===== src/rtl/decoder_top_if.sv =====
// Bundle between the decoder and its user: 2-bit select in, four one-hot
// lanes and the lane-disagreement flag out.
interface decoder_top_if;
    logic [1:0] in;
    logic [3:0] out [4];
    logic       mismatch;

    modport master (output in, input out, input mismatch);
    modport slave  (input in, output out, output mismatch);
endinterface


===== src/rtl/decoder_top.sv =====
// Registered 2-to-4 decoder built four independent ways; a registered flag
// reports any lane that disagrees with lane0 or is not one-hot.
module decoder_top (
    input  logic          clk,
    input  logic          rst_n,
    decoder_top_if.slave  bus
);

    logic [3:0] lane0_next;
    logic [3:0] lane1_next;
    logic [3:0] lane2_next;
    logic [3:0] lane3_next;
    logic [3:0] lane_next [4];
    logic [3:0] out_reg   [4];
    logic       mismatch_next;
    logic       mismatch_reg;

    function automatic logic is_onehot(input logic [3:0] v);
        return (v != 4'b0000) && ((v & (v - 4'd1)) == 4'b0000);
    endfunction

    always_comb begin
        lane0_next = 4'b0000;
        case (bus.in)
            2'd0:    lane0_next = 4'b0001;
            2'd1:    lane0_next = 4'b0010;
            2'd2:    lane0_next = 4'b0100;
            2'd3:    lane0_next = 4'b1000;
            default: lane0_next = 4'b0000;
        endcase
    end

    assign lane1_next = 4'b0001 << bus.in;

    assign lane2_next[0] = ~bus.in[1] & ~bus.in[0];
    assign lane2_next[1] = ~bus.in[1] &  bus.in[0];
    assign lane2_next[2] =  bus.in[1] & ~bus.in[0];
    assign lane2_next[3] =  bus.in[1] &  bus.in[0];

    always_comb begin
        lane3_next = 4'b0000;
        lane3_next[bus.in] = 1'b1;
    end

    assign lane_next = '{lane0_next, lane1_next, lane2_next, lane3_next};

    // Every lane, lane0 included, must be one-hot and equal to lane0.
    always_comb begin
        mismatch_next = 1'b0;
        for (int k = 0; k < 4; k++) begin
            if ((lane_next[k] != lane0_next) || !is_onehot(lane_next[k]))
                mismatch_next = 1'b1;
        end
    end

    generate
        for (genvar gi = 0; gi < 4; gi++) begin : g_lane
            always_ff @(posedge clk or negedge rst_n) begin
                if (!rst_n)
                    out_reg[gi] <= 4'b0000;
                else
                    out_reg[gi] <= lane_next[gi];
            end
            assign bus.out[gi] = out_reg[gi];
        end
    endgenerate

    always_ff @(posedge clk or negedge rst_n) begin
        if (!rst_n)
            mismatch_reg <= 1'b0;
        else
            mismatch_reg <= mismatch_next;
    end

    assign bus.mismatch = mismatch_reg;

endmodule


===== src/flat_wrapper.sv =====
// flat-port wrapper written by rule: the top's interface ports become plain ports
module decoder_top_flat 
  (clk, rst_n, bus_in, bus_out, bus_mismatch);
  decoder_top_if bus_i ();
  input  logic clk;
  input  logic rst_n;
  input wire logic [$bits(bus_i.in)-1:0] bus_in;
  output wire logic [$bits(bus_i.out)-1:0] bus_out;
  output wire logic [$bits(bus_i.mismatch)-1:0] bus_mismatch;
  assign bus_i.in = bus_in;
  assign bus_out = {>>{bus_i.out}};
  assign bus_mismatch = bus_i.mismatch;
  decoder_top u_core (.clk(clk), .rst_n(rst_n), .bus(bus_i));
endmodule

===== config.mk =====
export PLATFORM = sky130hd
export DESIGN_NAME = decoder_top_flat
export DESIGN_NICKNAME = d
export VERILOG_FILES = /design/src/rtl/decoder_top_if.sv /design/src/rtl/decoder_top.sv /design/src/flat_wrapper.sv
export SDC_FILE = /design/constraint.sdc
export NUM_CORES = 1
export LEC_CHECK = 0
export ABC_AREA = 1
export CORE_AREA = 2 2 39 41
export CTS_CLUSTER_SIZE = 40
export DETAILED_ROUTE_END_ITERATION = 7
export DIE_AREA = 0 0 41 43
export SYNTH_ARGS = -nofsm -noshare
export SYNTH_HDL_FRONTEND = slang
export SYNTH_SLANG_ARGS = --single-unit

===== constraint.sdc =====
create_clock -name clk -period 0.8 [get_ports clk]
set_input_delay 0.16 -clock clk [delete_from_list [all_inputs] [get_ports clk]]
set_output_delay 0.16 -clock clk [all_outputs]
set_load 0.005 [all_outputs]

==> summary.md <==
| Metric | Value |
|---|---|
| Sequential Power Share | 0.468 |
| First-pass GRT wire length | 662 microns |
| Via count | 177 |
| Required time worst endpoint | 0.64 ns |
| Seq/Total Area, Yosys | 0.563 |
| Outcome | complete, but fails checks |
| Syn. warnings | 0 |
| CTS Buf Count | 3 |
| Min-Delay Path Class | input port to async pin |
| Htree depth | 1 |
| Maximum VDD drop | 0.555 mV |
| Internal power | 545 uW |
| Routed vias/inst | 3.22 |
| Fmax | 986 MHz |
| Crit end category | output port |
| Syn Nets | 30 |
| Final Hold Viols | 0 |
| Rows | 14 |
| RSZ-0062 raised after global routing | true |
| Syn Area/Cell | 10.3 sq um |
| Post-route DRC violation count | 0 |
| Largest register FFs | 5 |
| NetSw | 155 uW |
| Fin crit share | 1.27 |
| Most common cell after layout, fill and taps aside | buf_2 |
| Total track usage | 0.0606 |
| Clock root buffer | clkbuf_4 |
| DR WL/cell | 7.75 microns |
| N_diodes | 0 |
| Area of the core | 0.00138 sq mm |
| Seq cells post-synth | 6 |
| Max-capacitance violation count | 0 |
| P per Cell Area | 1920 mW/mm^2 |
| Number of fill cells in the layout | 150 |
| Yosys top cell by area | dfrtp_1 |
| Switching part of the total | 0.222 |
| Final setup fails | 17 |
| Largest net degree at the start of global routing | 7 |
| Crit path time final | 1.01 ns |
| CP Class | flip-flop to output port |
| Share of layout cells above drive strength 1 | 0.564 |
| Cells after Synth | 26 |
| Final Cell Area | 365 sq um |
| Commonest cells after routing, fill and taps aside | buf_2, dfrtp_1, nor2_1 |
| 1st-pass router iterations | 2 |
| Area grow syn2layout | 37.1% |
| Final Util | 0.264 |
| Fin worst setup slack | -0.214 ns |
| Cts-stage hold buffer count | 0 |
| Cell Area, Synth | 267 sq um |
| Drt total wl | 426 microns |
| Total gr overflow | 0 |
| Top post-synthesis cells by area | dfrtp_1, buf_4, nor2_1 |
| Critical path arrival | 0.85 ns |
| Failing checks | setup timing |
| Clock sinks | 6 |
| Max Buffers Root-to-Sink | 2 |
| Startpoint types | flip-flop |
| CP Max Fanout | 3 |
| Die area | 0.00176 sq mm |
| Die Ht | 43 microns |
| Routability cong. | 0.605 |
| Fin. max-slew vios | 0 |
| Static leakage | 0.221 nW |
| Initial core utilization | 0.193 |
| Fin nets | 45 |
| Port bufs | 20 |
| Die width | 41 microns |
| Area after DPL | 404 sq um |
| CTS tree | done |
| Detail Route Antenna Nets | 0 |
| Post-synth cell types | 7 |
| Antenna violations before repair | 0 |
| Clock slew at reported path FFs | 0.05 ns |
| Vias in the first global route | 165 |
| Comb pwr share | 0.136 |
| Drt initial violations | 1 |
| Yosys top cell area share | 0.563 |
| Share of power burned in the clock network | 0.397 |
| Io pins | 21 |
| Fin Hold WS | 0.158 ns |
| DP Worst Slack | -0.235 ns |
| Total power | 700 uW |
power by group through the flow:
stage / Clock (mW) / Combinational [mW] / Sequential (mW)
final: 0.278 / 0.0952 / 0.327
after global routing: 0.314 / 0.107 / 0.329
after CTS: 0.296 / 0.0978 / 0.328
after detailed placement: 0 / 0.127 / 0.334
after global placement: 0 / 0.126 / 0.334
after floorplan: 0 / 0.0525 / 0.336
through the flow:
| step | TNS (ns) | instances |
|---|---|---|
| after floorplan | 0 | 26 |
| after global placement | -4.12 | 51 |
| after detailed placement | -4.16 | 51 |
| after CTS | -2.27 | 55 |
| after global routing | -2.65 | 55 |
| final | -2.00 | 55 |
worst paths after layout:
| check | startpoint | to | slack, ns |
|---|---|---|---|
| setup / recovery | u_core.bus.out[15] | bus_out[7] | -0.21 |
| hold / removal | rst_n | u_core.bus.out[15] | 0.16 |
| max in group asynchronous | rst_n | u_core.bus.out[1] | 0.43 |
| min in group clk | bus_in[0] | u_core.bus.out[8] | 0.52 |
worst max-delay path, cell delays in order, from the launching register on:
cell and delay (ns):
dfrtp_1 0.39, buf_6 0.12, buf_6 0.10
cells in the mapped netlist:
| master | number |
|---|---|
| buf_4 | 11 |
| conb_1 | 1 |
| dfrtp_1 | 6 |
| inv_1 | 2 |
| inv_2 | 1 |
| nand2_1 | 1 |
| nor2_1 | 4 |
final cells by class:
cell class,count,area [sq um],share of cell area
clock buffer,3,22.5,0.0616
sequential,6,150,0.411
tap,16,20.0,0.0548
inverter,3,11.3,0.0308
timing repair buffer,21,139,0.380
multi-input combinational,6,22.5,0.0616
repair_timing:
item,in CTS,in global routing
gates cloned,0,0
setup endpoints to repair,17,17
buffers inserted,1,0
resized for setup,69,0
per-layer routing:
metal / wire, microns / vias up / track usage
met3: 57 / 0 / 0.0314
met1: 156 / 77 / 0.0590
met5: 0 / - / 0
met2: 212 / 11 / 0.0844
met4: 0 / 0 / 0.0600
li1: - / 89 / -
cell families (layout without fill, tap and decap cells):
logic type    Yosys count  after routing  synth area share
buf+inv                14             27             0.352
other cells             1              1            0.0141
flops                   6              6             0.563
simple gates            5              5            0.0704
Note: power is estimated with default switching activity, not from simulation.
